`src/rtl/fp16_pkg.sv`:
```
// Shared constants, state encoding and class indices for the binary16
// multiplier sequencer and its classifier.
package fp16_pkg;

    localparam int          EXP_W    = 5;
    localparam int          MAN_W    = 10;
    localparam logic [4:0]  EXP_MAX  = 5'h1F;
    localparam int          QNAN_BIT = 9;

    typedef enum logic [2:0] {
        S_IDLE    = 3'd0,
        S_ARM     = 3'd1,
        S_LD_A    = 3'd2,
        S_LATCH_A = 3'd3,
        S_LD_B    = 3'd4,
        S_LATCH_B = 3'd5,
        S_WAIT    = 3'd6,
        S_OUT     = 3'd7
    } seq_state_t;

    localparam int CLS_SNAN = 0;
    localparam int CLS_QNAN = 1;
    localparam int CLS_INF  = 2;
    localparam int CLS_ZERO = 3;
    localparam int CLS_SUB  = 4;
    localparam int CLS_NORM = 5;
    localparam int CLS_N    = 6;

    typedef logic [CLS_N-1:0] fp_class_t;

endpackage

```
`src/rtl/fp16_mul_sequencer_if.sv`:
```
// Operand, multiplier-bus and result signals of the sequencer; slave is the
// sequencer's view, master is the controller/multiplier side.
interface fp16_mul_sequencer_if;

    logic        op_valid;
    logic        op_ready;
    logic [15:0] op_a;
    logic [15:0] op_b;
    logic [15:0] mul_na;
    logic        mul_save;
    logic [15:0] mul_producto;
    logic        res_valid;
    logic        res_ready;
    logic [15:0] res;
    logic        snan;
    logic        qnan;
    logic        inf;
    logic        zero;
    logic        subnormal;
    logic        normal;
    logic        busy;

    modport slave (
        input  op_valid, op_a, op_b, mul_producto, res_ready,
        output op_ready, mul_na, mul_save, res_valid, res,
               snan, qnan, inf, zero, subnormal, normal, busy
    );

    modport master (
        output op_valid, op_a, op_b, mul_producto, res_ready,
        input  op_ready, mul_na, mul_save, res_valid, res,
               snan, qnan, inf, zero, subnormal, normal, busy
    );

endinterface

```
`src/rtl/fp16_classify.sv`:
```
// Combinational IEEE-754 binary16 classifier producing one-hot class flags.
module fp16_classify
    import fp16_pkg::*;
(
    input  logic [15:0] i_val,
    output fp_class_t   o_class
);

    logic [EXP_W-1:0] w_exp;
    logic [MAN_W-1:0] w_man;

    assign w_exp = i_val[14:10];
    assign w_man = i_val[9:0];

    always_comb begin
        o_class = '0;
        if (w_exp == EXP_MAX) begin
            if (w_man == '0)
                o_class[CLS_INF] = 1'b1;
            else if (w_man[QNAN_BIT])
                o_class[CLS_QNAN] = 1'b1;
            else
                o_class[CLS_SNAN] = 1'b1;
        end else if (w_exp == '0) begin
            if (w_man == '0)
                o_class[CLS_ZERO] = 1'b1;
            else
                o_class[CLS_SUB] = 1'b1;
        end else begin
            o_class[CLS_NORM] = 1'b1;
        end
    end

endmodule

```
`src/rtl/fp16_mul_sequencer.sv`:
```
// Drives the multiplier's serial SAVE/operand-bus load protocol for one
// operand pair, then captures and classifies the product.
module fp16_mul_sequencer
    import fp16_pkg::*;
#(
    parameter int RESULT_LAT = 1
) (
    input  logic                 clk,
    input  logic                 rst,
    fp16_mul_sequencer_if.slave  bus
);

    localparam logic [3:0] LAT_LAST = 4'(RESULT_LAT - 1);

    seq_state_t  r_state;
    seq_state_t  w_next;
    logic [15:0] r_a;
    logic [15:0] r_b;
    logic [15:0] r_na;
    logic [15:0] w_na_next;
    logic        r_save;
    logic        w_save_next;
    logic [3:0]  r_cnt;
    logic        w_accept;
    logic        w_wait_done;
    logic [15:0] r_res;
    fp_class_t   r_cls;
    fp_class_t   w_cls;
    logic        r_res_vld;

    fp16_classify u_classify (
        .i_val   (bus.mul_producto),
        .o_class (w_cls)
    );

    assign w_accept    = (r_state == S_IDLE) && bus.op_valid;
    assign w_wait_done = (r_cnt == LAT_LAST);

    // Bus value and strobe are derived from the next state so both leave a register.
    always_comb begin
        w_next    = r_state;
        w_na_next = r_na;
        case (r_state)
            S_IDLE: begin
                if (w_accept) begin
                    w_next    = S_ARM;
                    w_na_next = bus.op_a;
                end
            end
            S_ARM:     w_next = S_LD_A;
            S_LD_A:    w_next = S_LATCH_A;
            S_LATCH_A: begin
                w_next    = S_LD_B;
                w_na_next = r_b;
            end
            S_LD_B:    w_next = S_LATCH_B;
            S_LATCH_B: w_next = S_WAIT;
            S_WAIT:    if (w_wait_done) w_next = S_OUT;
            S_OUT:     if (bus.res_ready) w_next = S_IDLE;
            default:   w_next = S_IDLE;
        endcase
        w_save_next = (w_next == S_ARM) || (w_next == S_LATCH_A) || (w_next == S_LATCH_B);
    end

    always_ff @(posedge clk or negedge rst) begin
        if (!rst) begin
            r_state   <= S_IDLE;
            r_na      <= '0;
            r_save    <= 1'b0;
            r_cnt     <= '0;
            r_res     <= '0;
            r_cls     <= '0;
            r_res_vld <= 1'b0;
        end else begin
            r_state   <= w_next;
            r_na      <= w_na_next;
            r_save    <= w_save_next;
            r_res_vld <= (w_next == S_OUT);
            if ((r_state == S_WAIT) && !w_wait_done)
                r_cnt <= r_cnt + 4'd1;
            else
                r_cnt <= '0;
            // Product capture stage: value and its class register together.
            if ((r_state == S_WAIT) && w_wait_done) begin
                r_res <= bus.mul_producto;
                r_cls <= w_cls;
            end
        end
    end

    // Operand holding registers are pure data and need no reset.
    always_ff @(posedge clk) begin
        if (w_accept) begin
            r_a <= bus.op_a;
            r_b <= bus.op_b;
        end
    end

    assign bus.op_ready  = (r_state == S_IDLE);
    assign bus.busy      = (r_state != S_IDLE);
    assign bus.mul_na    = r_na;
    assign bus.mul_save  = r_save;
    assign bus.res_valid = r_res_vld;
    assign bus.res       = r_res;
    assign bus.snan      = r_cls[CLS_SNAN];
    assign bus.qnan      = r_cls[CLS_QNAN];
    assign bus.inf       = r_cls[CLS_INF];
    assign bus.zero      = r_cls[CLS_ZERO];
    assign bus.subnormal = r_cls[CLS_SUB];
    assign bus.normal    = r_cls[CLS_NORM];

endmodule

```
`src/flat_wrapper.sv`:
```
// flat-port wrapper written by rule: the top's interface ports become plain ports
module fp16_mul_sequencer_flat import fp16_pkg::*;
#(
    parameter int RESULT_LAT = 1
)
  (clk, rst, bus_op_valid, bus_op_a, bus_op_b, bus_mul_producto, bus_res_ready, bus_op_ready, bus_mul_na, bus_mul_save, bus_res_valid, bus_res, bus_snan, bus_qnan, bus_inf, bus_zero, bus_subnormal, bus_normal, bus_busy);
  fp16_mul_sequencer_if bus_i ();
  input  logic clk;
  input  logic rst;
  input wire logic [$bits(bus_i.op_valid)-1:0] bus_op_valid;
  input wire logic [$bits(bus_i.op_a)-1:0] bus_op_a;
  input wire logic [$bits(bus_i.op_b)-1:0] bus_op_b;
  input wire logic [$bits(bus_i.mul_producto)-1:0] bus_mul_producto;
  input wire logic [$bits(bus_i.res_ready)-1:0] bus_res_ready;
  output wire logic [$bits(bus_i.op_ready)-1:0] bus_op_ready;
  output wire logic [$bits(bus_i.mul_na)-1:0] bus_mul_na;
  output wire logic [$bits(bus_i.mul_save)-1:0] bus_mul_save;
  output wire logic [$bits(bus_i.res_valid)-1:0] bus_res_valid;
  output wire logic [$bits(bus_i.res)-1:0] bus_res;
  output wire logic [$bits(bus_i.snan)-1:0] bus_snan;
  output wire logic [$bits(bus_i.qnan)-1:0] bus_qnan;
  output wire logic [$bits(bus_i.inf)-1:0] bus_inf;
  output wire logic [$bits(bus_i.zero)-1:0] bus_zero;
  output wire logic [$bits(bus_i.subnormal)-1:0] bus_subnormal;
  output wire logic [$bits(bus_i.normal)-1:0] bus_normal;
  output wire logic [$bits(bus_i.busy)-1:0] bus_busy;
  assign bus_i.op_valid = bus_op_valid;
  assign bus_i.op_a = bus_op_a;
  assign bus_i.op_b = bus_op_b;
  assign bus_i.mul_producto = bus_mul_producto;
  assign bus_i.res_ready = bus_res_ready;
  assign bus_op_ready = bus_i.op_ready;
  assign bus_mul_na = bus_i.mul_na;
  assign bus_mul_save = bus_i.mul_save;
  assign bus_res_valid = bus_i.res_valid;
  assign bus_res = bus_i.res;
  assign bus_snan = bus_i.snan;
  assign bus_qnan = bus_i.qnan;
  assign bus_inf = bus_i.inf;
  assign bus_zero = bus_i.zero;
  assign bus_subnormal = bus_i.subnormal;
  assign bus_normal = bus_i.normal;
  assign bus_busy = bus_i.busy;
  fp16_mul_sequencer #(.RESULT_LAT(RESULT_LAT)) u_core (.clk(clk), .rst(rst), .bus(bus_i));
endmodule
```
`config.mk`:
```
export PLATFORM = sky130hd
export DESIGN_NAME = fp16_mul_sequencer_flat
export DESIGN_NICKNAME = d
export VERILOG_FILES = /design/src/rtl/fp16_pkg.sv /design/src/rtl/fp16_mul_sequencer_if.sv /design/src/rtl/fp16_classify.sv /design/src/rtl/fp16_mul_sequencer.sv /design/src/flat_wrapper.sv
export SDC_FILE = /design/constraint.sdc
export NUM_CORES = 1
export LEC_CHECK = 0
export BUFFER_PORTS_ARGS = -buffer_cell sky130_fd_sc_hd__clkbuf_2
export CORE_MARGIN = 2
export CORE_UTILIZATION = 55
export CTS_BUF_LIST = sky130_fd_sc_hd__clkbuf_4
export DETAILED_ROUTE_END_ITERATION = 8
export PLACE_DENSITY = 0.95
export SLEW_MARGIN = 20
export SYNTH_ARGS = -nofsm -noshare
export SYNTH_HDL_FRONTEND = slang
export SYNTH_SLANG_ARGS = --single-unit
```
`constraint.sdc`:
```
create_clock -name clk -period 6.2 [get_ports clk]
set_clock_uncertainty 0.2 [all_clocks]
set_input_delay 0.31 -clock clk [delete_from_list [all_inputs] [get_ports clk]]
set_output_delay 0.31 -clock clk [all_outputs]
set_load 0.1 [all_outputs]
```
==> metrics.txt, run 1 <==
post-synth cell types=37; layout cells sized above 1=50.0%; Crit Path Category=reg2reg; Hold Path Class=in2reg; Avg WL per Cell=around 16 um; CTS tree=done; Mean Syn Cell Area=between 10 and 15 sq um; Hold Fails Final Rpt=0; CTS Buffer Depth=2; vias per cell=5.13; CTS root buffer=clkbuf_4; antenna violations before repair=0; clk_lat worst skew=between 300 and 400 ps; fin cells=between 300 and 400; sequential share of the synthesized area=between 60 and 70%; worst-path cell chain=inv_1 > ha_1 > nor3b_1 > nand2_1 > o41ai_1; Post-Syn Nets=236; post-DP HPWL=3.90 mm; hold_ws=46.1 ps; setup TNS=0 ps; diode count=0; post-route ant nets=0; core region area=around 4700 sq um; WL final=between 6 and 7 mm; dominant synthesized flop cell=dfrtp_1; Worst path max stage delay=slightly below 600 ps; CTS clock-pin slew for the worst setup and hold paths=100 ps; port buffer count=93; Synth Register Bits=63; outcome=finished clean; Pre-antenna DRT Iters=4; CP Capture Type=register; RSZ-0062 raised after global routing=false; initial drt markers=124; yosys warns=0; max-cap violations=0; Final Setup Violations=0; first-pass GRT wire length=between 9 and 10 mm; GRT Total Usage=24.8%; final period demand of the worst path=about 2400 ps; CP max FO=21; element type at the critical path start=register; TritonCTS Buffers=9; arrival time worst endpoint=2490 ps; die area=5480 sq um; fin crit share=38.9%; Rows=25; Async SR Flop Fraction=74.6%; Final GP Congestion=between 0.7 and 0.8; Clock H-tree levels=3; CTS sink count=63; DR vias=1965; fmax=0.415 GHz; grt ovf=0; Final nets=365; post-synthesis cell count=~180; IO Pins=between 90 and 100; largest net degree at the start of global routing=48; chip width=74.0 um; # resized after CTS=0; WP data required=6280 ps; Post-Synthesis Cell Area=around 2700 sq um; slowest cell on the critical path=nand2_1; Area growth, synth to finish=35.0%; dpl cells=334; Max transition margin=47.1%; Die Ht=74.0 um; EDFF count, synth=16; Initial Util=57.1%; number of global-route vias before repair=2014; final max-slew violation count=0; slew of the pin with the lowest slew margin=~800 ps; DRC=0
==> Yosys cell counts (2+ instances only) <==
library cell | number | area share (%)
edfxtp_1 | 16 | 18
inv_1 | 5 | 0.70
mux2_2 | 38 | 16
o31ai_1 | 4 | 1.1
dfrtp_1 | 47 | 44
a21boi_0 | 2 | 0.56
ha_1 | 2 | 0.93
mux2_4 | 10 | 5.6
o21ai_0 | 9 | 1.7
nand2_1 | 5 | 0.70
nor3_1 | 3 | 0.56
buf_2 | 6 | 1.1
nor2_1 | 9 | 1.3
and3_1 | 2 | 0.46
nand3_1 | 2 | 0.37
==> layer usage <==
layer / vias up / global-route usage (%) / routed length [um] / share of wire (%)
li1: 920 / - / - / -
met1: 976 / 30.6 / 2440 / 39
met2: 58 / 42.4 / 3420 / 55
met3: 11 / 5.15 / 217 / 3.5
met4: 0 / 10.9 / 132 / 2.1
met5: - / 0 / 0 / 0
==> worst paths after layout <==
check / from / to / slack, ps / cells past startpoint
setup / recovery: u_core.r_cnt[0] / u_core.r_cls[0] / 3790 / 5
hold / removal: bus_res_ready / u_core.r_state[2] / 50 / 3
setup reg to reg: u_core.r_cnt[0] / u_core.r_cls[0] / 3790 / 5
hold reg to reg: u_core.r_cnt[0] / u_core.r_cnt[0] / 310 / 1
max in group asynchronous: rst / u_core.r_state[2] / 5060 / 3
min in group asynchronous: rst / u_core.bus.mul_na[8] / 340 / 3
==> logic make-up after synthesis <==
group                    count (synthesis)  share of synthesized area (%)
adder cells (fa/ha/maj)                  2                          0.927
multiplexers                            48                           21.4
buffers and inverters                   14                           3.11
flip-flops                              63                           61.4
XOR/XNOR                                 2                          0.649
AO/OA/AOI/OAI                           21                           5.47
AND/OR/NAND/NOR                         32                           7.00
==> critical path: cells and delay by family, from the launching register on <==
kind / cells / cell delay, ps
flip-flops: 1 / 430
AO/OA/AOI/OAI: 1 / 520
buffers and inverters: 1 / 70
adder cells (fa/ha/maj): 1 / 140
AND/OR/NAND/NOR: 2 / 950
==> layout by cell type, fill, tap and decap left out, types with 2 or more instances in the layout <==
master	n
nor2_1	9
o31ai_1	4
mux2_2	38
nand3_1	2
clkinv_1	5
inv_1	5
ha_1	2
and3_1	2
a21boi_0	2
dfrtp_1	47
nor3_1	3
edfxtp_1	16
nand2_1	5
mux2_4	10
o21ai_0	9
clkbuf_2	93
clkbuf_4	9
dlygate4sd3_1	33
==> sequential cells by signal, indices dropped and copies added, names as in the netlist <==
name / flops
u_core.r_state: 3
u_core.r_b: 16
u_core.bus.mul_na: 16
u_core.bus.mul_save: 1
u_core.bus.res_valid: 1
u_core.r_cnt: 4
u_core.r_cls: 6
u_core.bus.res: 16
==> through the flow <==
stage                     worst slack, ps  utilization (%)  instance area (sq um)
after global placement               3940             67.5                   3190
final                                3790             77.1                   3640
after CTS                            3830             77.1                   3640
after detailed placement             3800             67.5                   3190
after global routing                 3610             77.1                   3640
after floorplan                      1740                -                   2700
==> timing repair <==
| action | in CTS | in global routing |
|---|---|---|
| endpoints found under the hold margin | 81 | 0 |
| setup buffers | 0 | 0 |
| hold buffers | 33 | 0 |
==> cell type report <==
type | instances | area, sq um
sequential | 63 | 1660
clock buffer | 9 | 67.6
tap | 67 | 83.8
clock inverter | 7 | 53.8
fill | 273 | 1080
multi-input combinational | 105 | 957
timing repair buffer | 127 | 803
inverter | 5 | 18.8
Power of run 1 is not shown: default switching activity piles up to over one toggle a cycle in this logic, so the estimate is an artifact.
==> inputs of run 2 (changes only) <==
Settings changed: ABC_AREA set to 1, CORE_UTILIZATION 55 to 52, PLACE_DENSITY 0.95 to 0.91.
Clock period 6.2 ns to 2.33 ns, I/O delays scaled along.
==> metrics.txt, run 2 <==
sequential share of the synthesized area=60.6% (-0.82 points); Post-CTS Setup Bufs=0 (unchanged); Final nets=513 (+41%); cell taking the most area after synthesis=dfrtp_1; Synth top area share=43.0% (-0.58 points); Die Ht=76.5 um (+3.3%); outcome=finished clean; DRC=0 (unchanged); most instantiated cells after synthesis=138 x nand2_1, 47 x dfrtp_1, 28 x nand3_1; Post-Syn Nets=350 (+48%); chip width=76.5 um (+3.3%); RSZ-0062 raised after global routing=false; antenna violations before repair=0 (unchanged); CP startpoint=u_core.r_state[2]; post-route ant nets=0 (unchanged); area of the multi-input gates=923 sq um (-3.5%); die area=5850 sq um (+6.8%); max-cap violations=0 (unchanged); CTS Buffer Depth=2 (unchanged); Async SR Flop Fraction=74.6% (unchanged); leading cell types in the layout, fill and taps excluded=138 x nand2_1, 93 x clkbuf_2, 66 x dlygate4sd3_1; Initial Util=53.9% (-3.2 points); top cells by area, synth=dfrtp_1 43%, nand2_1 19%, edfxtp_1 18%; setup TNS=0 ps (unchanged); IO Pins=94 (unchanged); vias per cell=5.11 (-0.46%); largest net degree at the start of global routing=48 (unchanged); Final Setup Violations=0 (unchanged); CP Capture Type=register; grt ovf=0 (unchanged); CTS tree=done; dominant synthesized flop cell=dfrtp_1; Post-Synthesis Cell Area=2730 sq um (+1.3%); Rows=26 (+4.0%); Max transition margin=56.8% (+9.8 points); final max-slew violation count=0 (unchanged); fin crit share=94.6% (+56 points); Area growth, synth to finish=47.5%; final period demand of the worst path=2210 ps (-206 ps); element type at the critical path start=register; DR vias=2727 (+39%); slew of the pin with the lowest slew margin=647 ps (-145 ps); CTS root buffer=clkbuf_4; post-synthesis cell count=296 (+63%); yosys warns=0 (unchanged); Hold Path Class=in2async; Avg WL per Cell=15.8 um (-2.4%); number of global-route vias before repair=2774 (+38%); initial drt markers=154 (+24%); Crit Path Category=reg2reg; Seq. cell area=1660 sq um (unchanged); arrival time worst endpoint=2310 ps (-180 ps); fin area=4030 sq um (+11%); TritonCTS Buffers=9 (unchanged); clk_lat worst skew=430 ps (+40 ps); Placed Area=3230 sq um (+1.3%); Pre-antenna DRT Iters=7 (+3); diode count=0 (unchanged); R2R Path Start=u_core.r_state[2]; Synth Register Bits=63 (unchanged); WL final=8.46 mm (+36%); CTS clock-pin slew for the worst setup and hold paths=130 ps (+30 ps); GRT Total Usage=30.4% (+5.6 points); layout cells sized above 1=26.5% (-23 points); commonest non-fill, non-tap cell in the layout=nand2_1; core region area=5070 sq um (+7.4%); hold_ws=123 ps (+76.6 ps); Mean Syn Cell Area=9.24 sq um (-38%); Final GP Congestion=0.792 (+3.5%); CP max FO=18 (-14%); WP data required=2440 ps (-3840 ps); fill count=297 (+8.8%); Clock H-tree levels=3 (unchanged); post-synth cell types=27 (-27%); EDFF count, synth=16 (unchanged); fmax=0.453 GHz (+9.3%); post-DP HPWL=4.04 mm (+3.7%); port buffer count=93 (unchanged); CTS sink count=63 (unchanged); first-pass GRT wire length=13.6 mm (+36%); most frequent cell after synthesis=nand2_1; Hold Fails Final Rpt=0 (unchanged)
run 2: repair_timing:
action	CTS	global route
hold endpoints to repair	106	0
setup endpoints to repair	0	4
hold buffers	66	0
gates resized for setup	0	3
run 2: per-layer routing:
metal / vias to the layer above / global-route usage, % / routed length (um)
met4: 0 / 11.5 / 257
met5: - / 0 / 0
met3: 35 / 8.77 / 746
met1: 1254 / 33.8 / 3110
li1: 1254 / - / -
met2: 184 / 55.0 / 4350
run 2: path summary, 6_finish.rpt:
| path | end | slack, ps | cells after the start |
|---|---|---|---|
| max in group asynchronous | u_core.bus.mul_na[4] | 1390 | 3 |
| hold / removal | u_core.bus.mul_na[10] | 120 | 3 |
| hold reg to reg | u_core.bus.mul_na[15] | 280 | 2 |
| setup reg to reg | u_core.bus.mul_na[12] | 120 | 7 |
| setup / recovery | u_core.bus.mul_na[12] | 120 | 7 |
| min in group clk | u_core.r_b[10] | 200 | 2 |
run 2: kinds of logic (layout without fill, tap and decap cells):
logic type,Yosys count,count (layout),synth area share (%)
xor+xnor,2,2,0.641
buf+inv,32,200,6.13
compound gates,9,9,2.38
fa+ha+maj,2,2,0.915
flops,63,63,60.6
simple gates,188,188,29.3
run 2: area by class of cell:
| type | count | area share, % |
|---|---|---|
| flip-flops and latches | 63 | 41.1 |
| clock buffers | 9 | 1.68 |
| multi-input cells | 201 | 22.9 |
| well taps | 70 | 2.17 |
| clock inverters | 7 | 1.58 |
| inverters | 24 | 2.48 |
| repair buffers | 160 | 28.1 |
run 2: critical path: stages (launching register included):
cell	delay [ps]
dfrtp_1	530
inv_2	340
nand2_8	160
nand2_1	120
nand2_1	60
nand2_1	70
dlygate4sd3_1	560
nand2_1	60
run 2: stage by stage:
step / util [%] / instances / setup WS (ps)
6_report: 79.5 / 534 / 125
3_3_place_gp: 63.6 / 452 / 528
2_1_floorplan: - / 296 / 70.2
5_1_grt: 79.5 / 534 / 16.0
3_5_place_dp: 63.6 / 452 / 464
4_1_cts: 79.2 / 534 / 190
Power of run 2 is left out for the same reason.
